File: config.mk
export PLATFORM = sky130hd
export DESIGN_NAME = lbus_if_param
export DESIGN_NICKNAME = d
export VERILOG_FILES = /design/src/rtl/lbus_if_pkg.sv /design/src/rtl/lbus_wide_reg.sv /design/src/rtl/lbus_if_param.sv
export SDC_FILE = /design/constraint.sdc
export NUM_CORES = 1
export LEC_CHECK = 0
export ABC_CLOCK_PERIOD_IN_PS = 4600
export BUFFER_PORTS_ARGS = -buffer_cell sky130_fd_sc_hd__buf_2
export CAP_MARGIN = 5
export CELL_PAD_IN_SITES_DETAIL_PLACEMENT = 2
export CELL_PAD_IN_SITES_GLOBAL_PLACEMENT = 2
export CORE_MARGIN = 1.5
export CORE_UTILIZATION = 23
export CTS_CLUSTER_SIZE = 12
export DETAILED_ROUTE_END_ITERATION = 12
export GPL_TIMING_DRIVEN = 0
export PLACE_DENSITY = 0.6
export SYNTH_ARGS = -nofsm -noshare
export SYNTH_HDL_FRONTEND = slang
export SYNTH_HIERARCHICAL = 1
export SYNTH_SLANG_ARGS = --single-unit
File: constraint.sdc
create_clock -name clk -period 4.6 [get_ports clk]
set_input_delay 0.46 -clock clk [delete_from_list [all_inputs] [get_ports clk]]
set_output_delay 0.46 -clock clk [all_outputs]
set_load 0.01 [all_outputs]
File: src/rtl/lbus_if_pkg.sv
// Shared constants for the local-bus block-cipher wrapper: register map,
// CTRL bit positions, FSM encoding and parameter legality helper.
package lbus_if_pkg;

  localparam logic [15:0] ADDR_CTRL = 16'h0002;
  localparam logic [15:0] ADDR_STAT = 16'h0004;
  localparam logic [15:0] ADDR_LAT  = 16'h0006;
  localparam logic [15:0] ADDR_MODE = 16'h000C;
  localparam logic [15:0] ADDR_KEY  = 16'h0100;
  localparam logic [15:0] ADDR_DIN  = 16'h0140;
  localparam logic [15:0] ADDR_DOUT = 16'h0180;
  localparam logic [15:0] ADDR_ID   = 16'hFFFC;

  localparam int unsigned CTRL_START = 0;
  localparam int unsigned CTRL_KLD   = 1;
  localparam int unsigned CTRL_SRST  = 2;
  localparam int unsigned CTRL_CLR   = 3;

  localparam logic [15:0] DEV_ID_DEF   = 16'h4702;
  localparam int unsigned TRIG_DLY_MAX = 15;

  typedef enum logic [1:0] {
    ST_IDLE = 2'd0,
    ST_DLY  = 2'd1,
    ST_RUN  = 2'd2
  } fsm_state_e;

  // Block widths must be whole 16-bit bus words, 16..512 bits.
  function automatic bit width_ok(input int unsigned w);
    return (w >= 16) && (w <= 512) && ((w % 16) == 0);
  endfunction

endpackage

File: src/rtl/lbus_wide_reg.sv
// Wide register assembled from 16-bit bus writes; word 0 at i_base holds the
// most significant 16 bits.
module lbus_wide_reg #(
  parameter int unsigned W = 128
) (
  input  logic         i_clk,
  input  logic         i_rst,
  input  logic         i_wstb,
  input  logic [15:0]  i_addr,
  input  logic [15:0]  i_base,
  input  logic [15:0]  i_data,
  output logic [W-1:0] o_q
);

  localparam int NW = int'(W / 16);

  logic [15:0] w_off;
  assign w_off = i_addr - i_base;

  always_ff @(posedge i_clk) begin
    if (i_rst) begin
      o_q <= '0;
    end else if (i_wstb) begin
      for (int n = 0; n < NW; n++) begin
        if (w_off == 16'(2 * n)) o_q[int'(W) - 1 - 16 * n -: 16] <= i_data;
      end
    end
  end

endmodule

File: src/rtl/lbus_if_param.sv
// Local-bus front end for a block-cipher core: write-edge detection, key/data
// staging, start/key-load/soft-reset control, run FSM with latency and timeout.
module lbus_if_param
  import lbus_if_pkg::*;
#(
  parameter int unsigned KEY_W    = 128,
  parameter int unsigned DIN_W    = 128,
  parameter int unsigned DOUT_W   = 128,
  parameter int unsigned TRIG_DLY = 3,
  parameter int unsigned TMO_CYC  = 0,
  parameter logic [15:0] DEV_ID   = DEV_ID_DEF
) (
  input  logic              clk,
  input  logic              rst,
  input  logic [15:0]       lbus_a,
  input  logic [15:0]       lbus_di,
  input  logic              lbus_wr,
  input  logic              lbus_rd,
  output logic [15:0]       lbus_do,
  output logic [KEY_W-1:0]  blk_kin,
  output logic [DIN_W-1:0]  blk_din,
  input  logic [DOUT_W-1:0] blk_dout,
  output logic              blk_krdy,
  output logic              blk_drdy,
  input  logic              blk_kvld,
  input  logic              blk_dvld,
  output logic              blk_encdec,
  output logic              blk_en,
  output logic              blk_rstn
);

  localparam int DOUT_NW = int'(DOUT_W / 16);

  if (!width_ok(KEY_W) || !width_ok(DIN_W) || !width_ok(DOUT_W) ||
      (TRIG_DLY < 1) || (TRIG_DLY > TRIG_DLY_MAX)) begin : g_bad_param
    $error("lbus_if_param: illegal KEY_W/DIN_W/DOUT_W or TRIG_DLY");
  end

  logic [1:0]        r_wr_sr;
  logic              r_wstb;
  fsm_state_e        r_state;
  logic [3:0]        r_dly;
  logic [15:0]       r_lat_cnt;
  logic [15:0]       r_lat;
  logic [DOUT_W-1:0] r_dout;
  logic              r_key_busy;
  logic              r_done;
  logic              r_tmo;
  logic              r_start_err;

  logic        w_ctrl_wr;
  logic        w_start;
  logic        w_kld;
  logic        w_srst;
  logic        w_clr;
  logic        w_busy;
  logic [15:0] w_lat_inc;
  logic        w_tmo_hit;
  logic [15:0] w_rd_data;

  // Soft reset in the same write suppresses the start.
  assign w_ctrl_wr = r_wstb && (lbus_a == ADDR_CTRL);
  assign w_srst    = w_ctrl_wr && lbus_di[CTRL_SRST];
  assign w_start   = w_ctrl_wr && lbus_di[CTRL_START] && !lbus_di[CTRL_SRST];
  assign w_kld     = w_ctrl_wr && lbus_di[CTRL_KLD];
  assign w_clr     = w_ctrl_wr && lbus_di[CTRL_CLR];
  assign w_busy    = (r_state != ST_IDLE);
  assign w_lat_inc = (r_lat_cnt == 16'hFFFF) ? r_lat_cnt : r_lat_cnt + 16'd1;
  assign w_tmo_hit = (TMO_CYC != 0) && (32'(w_lat_inc) >= TMO_CYC);
  assign blk_en    = 1'b1;

  lbus_wide_reg #(.W(KEY_W)) u_key (
    .i_clk  (clk),
    .i_rst  (rst),
    .i_wstb (r_wstb),
    .i_addr (lbus_a),
    .i_base (ADDR_KEY),
    .i_data (lbus_di),
    .o_q    (blk_kin)
  );

  lbus_wide_reg #(.W(DIN_W)) u_din (
    .i_clk  (clk),
    .i_rst  (rst),
    .i_wstb (r_wstb),
    .i_addr (lbus_a),
    .i_base (ADDR_DIN),
    .i_data (lbus_di),
    .o_q    (blk_din)
  );

  // Read-data decode.
  always_comb begin
    w_rd_data = '0;
    case (lbus_a)
      ADDR_CTRL: w_rd_data = {13'd0, w_busy, r_key_busy, ~blk_rstn};
      ADDR_STAT: w_rd_data = {12'd0, r_start_err, r_tmo, r_done, w_busy};
      ADDR_LAT:  w_rd_data = r_lat;
      ADDR_MODE: w_rd_data = {15'd0, blk_encdec};
      ADDR_ID:   w_rd_data = DEV_ID;
      default: begin
        for (int n = 0; n < DOUT_NW; n++) begin
          if (lbus_a == (ADDR_DOUT + 16'(2 * n)))
            w_rd_data = r_dout[int'(DOUT_W) - 1 - 16 * n -: 16];
        end
      end
    endcase
  end

  always_ff @(posedge clk) begin
    if (rst) begin
      r_wr_sr     <= 2'b00;
      r_wstb      <= 1'b0;
      r_state     <= ST_IDLE;
      r_dly       <= 4'd0;
      r_lat_cnt   <= 16'd0;
      r_lat       <= 16'd0;
      r_dout      <= '0;
      r_key_busy  <= 1'b0;
      r_done      <= 1'b0;
      r_tmo       <= 1'b0;
      r_start_err <= 1'b0;
      blk_krdy    <= 1'b0;
      blk_drdy    <= 1'b0;
      blk_rstn    <= 1'b1;
      blk_encdec  <= 1'b0;
      lbus_do     <= 16'd0;
    end else begin
      r_wr_sr  <= {r_wr_sr[0], lbus_wr};
      r_wstb   <= r_wr_sr[0] & ~r_wr_sr[1];
      blk_krdy <= w_kld;
      blk_drdy <= 1'b0;
      blk_rstn <= ~w_srst;

      if (r_wstb && (lbus_a == ADDR_MODE)) blk_encdec <= lbus_di[0];
      if (!lbus_rd) lbus_do <= w_rd_data;

      if (blk_kvld || w_srst) r_key_busy <= 1'b0;
      if (w_kld)              r_key_busy <= 1'b1;

      // Clear first so a coincident set below takes priority.
      if (w_clr) begin
        r_done      <= 1'b0;
        r_tmo       <= 1'b0;
        r_start_err <= 1'b0;
      end
      if (w_start && w_busy) r_start_err <= 1'b1;

      if (w_srst) begin
        r_state <= ST_IDLE;
      end else begin
        case (r_state)
          ST_IDLE: begin
            if (w_start) begin
              if (TRIG_DLY == 1) begin
                blk_drdy  <= 1'b1;
                r_lat_cnt <= 16'd0;
                r_state   <= ST_RUN;
              end else begin
                r_dly   <= 4'(TRIG_DLY - 1);
                r_state <= ST_DLY;
              end
            end
          end
          ST_DLY: begin
            if (r_dly == 4'd1) begin
              blk_drdy  <= 1'b1;
              r_lat_cnt <= 16'd0;
              r_state   <= ST_RUN;
            end else begin
              r_dly <= r_dly - 4'd1;
            end
          end
          ST_RUN: begin
            if (blk_dvld) begin
              r_dout  <= blk_dout;
              r_done  <= 1'b1;
              r_lat   <= r_lat_cnt;
              r_state <= ST_IDLE;
            end else if (w_tmo_hit) begin
              r_tmo   <= 1'b1;
              r_lat   <= w_lat_inc;
              r_state <= ST_IDLE;
            end else begin
              r_lat_cnt <= w_lat_inc;
            end
          end
          default: r_state <= ST_IDLE;
        endcase
      end
    end
  end

endmodule

==> summary.md, run 1 <==
| Metric | Value |
|---|---|
| Root Driver | clkbuf_16 |
| Placed Instances | 4006 |
| Max Cap Violations | 0 |
| Seq pwr share | 42.3% |
| #FFs+latches synth | 448 |
| Yosys warns | 6 |
| Grt ovf | 0 |
| Initial DRC count | 807 |
| Fin crit period | 3.32 ns |
| Crit path kind | primary input to flop |
| CP endpoint kind | flop |
| Outcome | completed |
| Die area | 94200 µm² |
| Site Rows | 111 |
| Worst setup margin | 1.28 ns |
| Cells after synthesis | 2345 |
| Dpl hpwl | 73.3 mm |
| Final Non-Filler Cells | 4120 |
| Antenna viol nets, final | 0 |
| Clock skew | 0.0289 ns |
| Clk network pwr share | 49.1% |
| Hold crit path type | primary input to flop |
| DRC viols | 0 |
| Leading area contributor after synthesis | dfxtp_1 |
| Startpoint Class | primary input |
| Clock-pin slew on the worst setup and hold paths | 0.06 ns |
| P_leak | 12.2 nW |
| Core area | 91500 µm² |
| Sequential cell area fraction in the yosys report | 42.2% |
| Worst Max-Slew Pin Slew | 1.11 ns |
| Slew Limit Headroom | 25.6% |
| Area of the mapped netlist | 21200 µm² |
| Setup TNS | 0 ns |
| Finished Core Util | 29.5% |
| RSZ-0062 raised after global routing | false |
| IO Port Bufs | 440 |
| Num ports | 443 |
| Int Pwr | 6.87 mW |
| Max clock buf depth | 3 |
| Distinct cell type count after synthesis | 84 |
| Global Route Usage Sum | 19.0% |
| Pre-CTS setup slack | 0.719 ns |
| Clock sinks | 448 |
| Count leader, synth | dfxtp_1 |
| Combinational Power Share | 8.6% |
| Sw Share | 25.4% |
| Htree depth | 2 |
| CP required | 5.08 ns |
| Vias post-DR | 19200 |
| Avg WL per Cell | 22.4 µm |
| Synth top area share | 42.2% |
| Post-synth EDFFs | 0 |
| Die X | 307 µm |
| Largest net degree at the start of global routing | 20 |
| Resized Gates After CTS | 0 |
| Layout area overhead | 27.1% |
| Clock Latency Late Sink | 0.63 ns |
| # hold bufs at CTS | 0 |
| Tcrit/Tclk final | 72.3% |
| Pwr Density | 341 nW/µm² |
| Share of synthesized registers carrying an async set or reset | 0% |
| Top cells by area, synth | dfxtp_1 42%, mux2i_1 12%, nand2b_1 9.0% |
| Slew Viols, Final | 0 |
| Initial DRT Pass Iterations | 5 |
| Vias in the first global route | 21000 |
| Crit path DAT | 3.81 ns |
| NetSw | 2.34 mW |
| Post-Route WL | 92.3 mm |
| Fmax | 301 MHz |
| Post-CTS Setup Inserts | 0 |
| Num CTS Buffers | 55 |
| Commonest cells in the netlist | 448 x dfxtp_1, 349 x nand2_1, 306 x nand2b_1 |
| Worst Path Max Fanout | 10 |
| First-pass GRT wire length | 135 mm |
| Final setup fails | 0 |
| Initial antenna violation count | 21 |
| Final Net Count | 3081 |
| Final GP Congestion | 0.853 |
| TritonCTS clock tree | built |
| Worst IR drop on VDD | 0.312 mV |
| Initial Util | 23.2% |
| Mean post-synth cell area | 9.06 µm² |
| Tot Pwr | 9.21 mW |
| Most used flip-flop cell after synthesis | dfxtp_1 |
| Fin. Hold Viols | 0 |
| Share of layout cells above drive strength 1 | 22.5% |
| Die span in y | 307 µm |
| Vias/cell | 4.66 |
## critical path: stages
cell      delay (ns)
buf_2           0.24
clkbuf_1        0.59
clkbuf_1        0.55
clkbuf_1        0.62
mux2_2          0.42
o22ai_1         0.24
o22ai_1         0.15
o21ai_0         0.39
a21oi_1         0.12
## through the flow
step / area, µm² / hold WS [ns]
after floorplan: 21400 / 0.367
after global placement: 25100 / 0.377
after detailed placement: 25100 / 0.385
after CTS: 27000 / 0.0341
after global routing: 27000 / 0.0641
final: 27000 / 0.0713
## layer usage
metal / GRT usage (%) / vias to the layer above / routed length (µm)
met5: 0 / - / 101
li1: - / 9073 / -
met2: 34.4 / 439 / 46200
met3: 3.58 / 121 / 4170
met4: 5.74 / 16 / 2460
met1: 22.6 / 9532 / 39400
## logic make-up after synthesis
| family | synth area share (%) |
|---|---|
| AND/OR/NAND/NOR | 23.9 |
| flip-flops | 42.2 |
| AO/OA/AOI/OAI | 12.5 |
| multiplexers | 12.9 |
| buffers and inverters | 4.95 |
| adder cells (fa/ha/maj) | 2.25 |
| XOR/XNOR | 1.24 |
| other | 0.0354 |
## placed cells by master (no fill, tap or decap), types with 14 or more instances in the layout
master and n:
a21o_1 19, a21oi_1 212, buf_1 34, buf_2 465
buf_6 17, clkbuf_1 100, clkbuf_16 56, clkbuf_8 18
conb_1 37, dfxtp_1 448, ha_1 35, inv_1 55
mux2i_1 265, nand2_1 349, nand2b_1 306, nand3_1 31
nand3_4 16, nor2_1 67, nor2b_1 14, nor3_1 21
o21a_1 14, o21ai_0 45, o221ai_1 14, o22ai_1 19
xnor2_1 23
## worst paths after layout
check	startpoint	end	slack (ns)	depth (start not counted)
setup / recovery	lbus_a[2]	lbus_do[1]	1.28	9
hold / removal	lbus_wr	r_wr_sr[0]	0.07	2
setup reg to reg	r_state[1]	r_dout[126]	1.80	8
hold reg to reg	r_wr_sr[1]	r_wstb	0.39	1
## area by class of cell
type | count | area, µm²
Multi-Input combinational cell | 1703 | 11400
Clock inverter | 17 | 210
Fill cell | 10400 | 64500
Timing Repair Buffer | 441 | 2210
Buffer | 174 | 845
Clock buffer | 84 | 1690
Inverter | 55 | 206
Tap cell | 1186 | 1480
Antenna cell | 12 | 30.0
Sequential cell | 448 | 8970
## state kept, by name (all words and copies together), names as in the netlist
signal / flops
r_dout: 128
u_din/o_q: 128
u_key/o_q: 128
lbus_do: 16
r_lat: 16
r_lat_cnt: 16
r_dly: 4
r_state: 2
r_wr_sr: 2
blk_drdy: 1
blk_encdec: 1
blk_krdy: 1
blk_rstn: 1
r_done: 1
r_key_busy: 1
r_start_err: 1
r_wstb: 1
## power by group through the flow
stage	Combinational (mW)	Clock, mW	Sequential, mW
after floorplan	0.488	0	3.98
after global placement	0.769	0	3.98
after detailed placement	0.794	0	3.98
after CTS	0.800	4.67	3.90
after global routing	0.866	4.81	3.90
final	0.791	4.52	3.90
Note: power is estimated with default switching activity, not from simulation.
==> inputs of run 2 (changes only) <==
--- a/config.mk
+++ b/config.mk
@@ -5,7 +5,7 @@
 export SDC_FILE = /design/constraint.sdc
 export NUM_CORES = 1
 export LEC_CHECK = 0
-export ABC_CLOCK_PERIOD_IN_PS = 4600
+export ABC_CLOCK_PERIOD_IN_PS = 3440
 export BUFFER_PORTS_ARGS = -buffer_cell sky130_fd_sc_hd__buf_2
 export CAP_MARGIN = 5
 export CELL_PAD_IN_SITES_DETAIL_PLACEMENT = 2
==> constraint.sdc (replaced) <==
create_clock -name clk -period 3.44 [get_ports clk]
set_input_delay 0.344 -clock clk [delete_from_list [all_inputs] [get_ports clk]]
set_output_delay 0.344 -clock clk [all_outputs]
set_load 0.01 [all_outputs]
==> run 2 against run 1 <==
  * Register-to-register slack worse by 1.2 ns
  * Global-route usage grew 0.43 points
  * Critical path depth unchanged
  * Worst hold slack lost 0.043 ns
  * Non-clock buffer count up 113
  * Via count grew 2.4%
  * Critical path type unchanged
  * Largest cell class unchanged
==> summary.md, run 2 (synthesis gave the netlist of run 1 again) <==
| Metric | Value |
|---|---|
| Outcome | completed (unchanged) |
| Share of layout cells above drive strength 1 | 21.6% (was 22.5%) |
| Commonest cells after routing, fill and taps aside | 465 x buf_2, 448 x dfxtp_1, 349 x nand2_1 (unchanged) |
| Hold crit path type | primary input to flop (unchanged) |
| Final Net Count | 3194 (was 3081) |
| Vias post-DR | 19600 (was 19200) |
| Dpl hpwl | 73.3 mm (unchanged) |
| Pwr Density | 442 nW/µm² (was 341 nW/µm²) |
| Slew Viols, Final | 0 (unchanged) |
| Combinational Power Share | 9.4% (was 8.6%) |
| Worst reg2reg setup slack | 0.63 ns (was 1.80 ns) |
| RSZ-0062 raised after global routing | false (unchanged) |
| Reg area | 8970 µm² (unchanged) |
| Fin crit period | 3.18 ns |
| Worst reg2reg startpoint | r_state[1] (unchanged) |
| Placed Instances | 4006 (unchanged) |
| Clock skew | 0.0309 ns (was 0.0289 ns) |
| Most common cell after layout, fill and taps aside | buf_2 (unchanged) |
| NetSw | 3.15 mW (was 2.34 mW) |
| Grt ovf | 0 (unchanged) |
| Startpoint Class | primary input (unchanged) |
| Worst IR drop on VDD | 0.414 mV (was 0.312 mV) |
| Die area | 94200 µm² (unchanged) |
| Initial DRC count | 778 (was 807) |
| R2R Path End | r_dout[126] (unchanged) |
| Filler cell count | 10300 (was 10400) |
| First-pass GRT wire length | 138 mm (was 135 mm) |
| Hold_sp | blk_dout[88] (was lbus_wr) |
| Crit path kind | primary input to flop (unchanged) |
| Fin. Hold Viols | 0 (unchanged) |
| Clock-pin slew on the worst setup and hold paths | 0.06 ns (about the same) |
| CP required | 3.92 ns (was 5.08 ns) |
| Seq pwr share | 42.0% (was 42.3%) |
| Clk network pwr share | 48.7% (was 49.1%) |
| Clock Latency Late Sink | 0.63 ns (about the same) |
| TritonCTS clock tree | built (unchanged) |
| Final setup fails | 0 (unchanged) |
| Htree depth | 2 (unchanged) |
| Crit path DAT | 3.66 ns (was 3.81 ns) |
| Die X | 307 µm (unchanged) |
| Int Pwr | 9.27 mW (was 6.87 mW) |
| Final Non-Filler Cells | 4235 (was 4120) |
| Worst Path Max Fanout | 10 (unchanged) |
| Hold depth | 3 (was 2) |
| Core area | 91500 µm² (unchanged) |
| Global Route Usage Sum | 19.5% (was 19.0%) |
| Antenna viol nets, final | 0 (unchanged) |
| Vias in the first global route | 21700 (was 21000) |
| Sw Share | 25.3% (was 25.4%) |
| CP endpoint kind | flop (unchanged) |
| Slew Limit Headroom | 25.9% (was 25.6%) |
| Root Driver | clkbuf_16 (unchanged) |
| DRC viols | 0 (unchanged) |
| Vias/cell | 4.64 (was 4.66) |
| Top flop regs | r_dout: 128 flops, u_din/o_q: 128 flops, u_key/o_q: 128 flops (unchanged) |
| Site Rows | 111 (unchanged) |
| Tcrit/Tclk final | 92.3% |
| Initial DRT Pass Iterations | 4 (was 5) |
| Area occupied by multi-input gates | 11400 µm² (unchanged) |
| Largest net degree at the start of global routing | 20 (unchanged) |
| Max clock buf depth | 3 (unchanged) |
| Hold slack final | 0.0283 ns (was 0.0713 ns) |
| Clock sinks | 448 (unchanged) |
| Num ports | 443 (unchanged) |
| IO Port Bufs | 440 (unchanged) |
| Post-Route WL | 94.1 mm (was 92.3 mm) |
| Worst Max-Slew Pin Slew | 1.10 ns (was 1.11 ns) |
| Post-CTS Setup Inserts | 0 (unchanged) |
| Initial Util | 23.2% (unchanged) |
| Finished Core Util | 30.7% (was 29.5%) |
| Layout area overhead | 32.4% (was 27.1%) |
| Die span in y | 307 µm (unchanged) |
| Initial antenna violation count | 21 (unchanged) |
| Avg WL per Cell | 22.2 µm (was 22.4 µm) |
| Hold Path Sink | r_dout[88] (was r_wr_sr[0]) |
| Final GP Congestion | 0.853 (unchanged) |
| P_leak | 12.6 nW (was 12.2 nW) |
| Num CTS Buffers | 55 (unchanged) |
| Fmax | 315 MHz |
| Max Cap Violations | 0 (unchanged) |
| R2r worst-path depth | 8 (unchanged) |
==> run 2: cell count changes in the layout (fill, tap and decap cells not counted) <==
cell	previous run	this run
dlygate4sd3_1	0	113
diode_2	12	14
==> run 2: worst max path at each step <==
stage	from	to	slack [ns]	depth (start not counted)
after CTS	lbus_a[2]	lbus_do[1]	0.34	9
after global placement	lbus_a[2]	lbus_do[1]	-0.34	9
final	lbus_a[2]	lbus_do[1]	0.26	9
after global routing	lbus_a[1]	lbus_do[8]	0.23	9
after floorplan	lbus_a[3]	u_din/o_q[10]	0.70	10
after detailed placement	lbus_a[2]	lbus_do[1]	-0.33	9
==> run 2: worst max-delay path: stages <==
cell	delay, ns
buf_2	0.25
clkbuf_1	0.56
clkbuf_1	0.55
clkbuf_1	0.64
mux2_2	0.43
o22ai_1	0.24
o22ai_1	0.15
o21ai_0	0.36
a21oi_1	0.12
==> run 2: area by class of cell <==
cell class	count	area share [%]
flip-flops and latches	448	31.9
clock buffers	84	6.00
plain buffers	174	3.00
well taps	1186	5.28
diodes	14	0.125
inverters	55	0.734
multi-input cells	1703	40.4
repair buffers	554	11.9
clock inverters	17	0.747
==> run 2: stage by stage <==
stage               setup TNS [ns]  total power, mW  cell area, µm²  worst slack, ns
floorplan                        0             5.98           21400            0.698
global placement             -2.23             6.35           25100           -0.344
detailed placement          -11.38             6.39           25100           -0.325
CTS                              0             12.6           28100            0.342
global route                     0             12.9           28100            0.229
finish                           0             12.4           28100            0.264
==> run 2: what timing repair did <==
item / in CTS / in global routing
endpoints found under the hold margin: 113 / 0
hold buffers: 113 / 0
gates resized for setup: 0 / 0
==> run 2: layer usage <==
| metal | vias up | wire (µm) | share of wire [%] | track usage, % |
|---|---|---|---|---|
| met3 | 132 | 4100 | 4.4 | 3.55 |
| met2 | 452 | 47300 | 50 | 35.3 |
| met4 | 16 | 2760 | 2.9 | 6.23 |
| met1 | 9730 | 39900 | 42 | 23.0 |
| li1 | 9312 | - | - | - |
| met5 | - | 101 | 0.11 | 0 |
==> run 2: power groups by stage <==
stage / sequential (mW) / combinational (mW) / clock (mW)
final: 5.21 / 1.16 / 6.04
after global routing: 5.21 / 1.27 / 6.43
after CTS: 5.21 / 1.17 / 6.24
after detailed placement: 5.33 / 1.06 / 0
after global placement: 5.33 / 1.03 / 0
after floorplan: 5.32 / 0.653 / 0
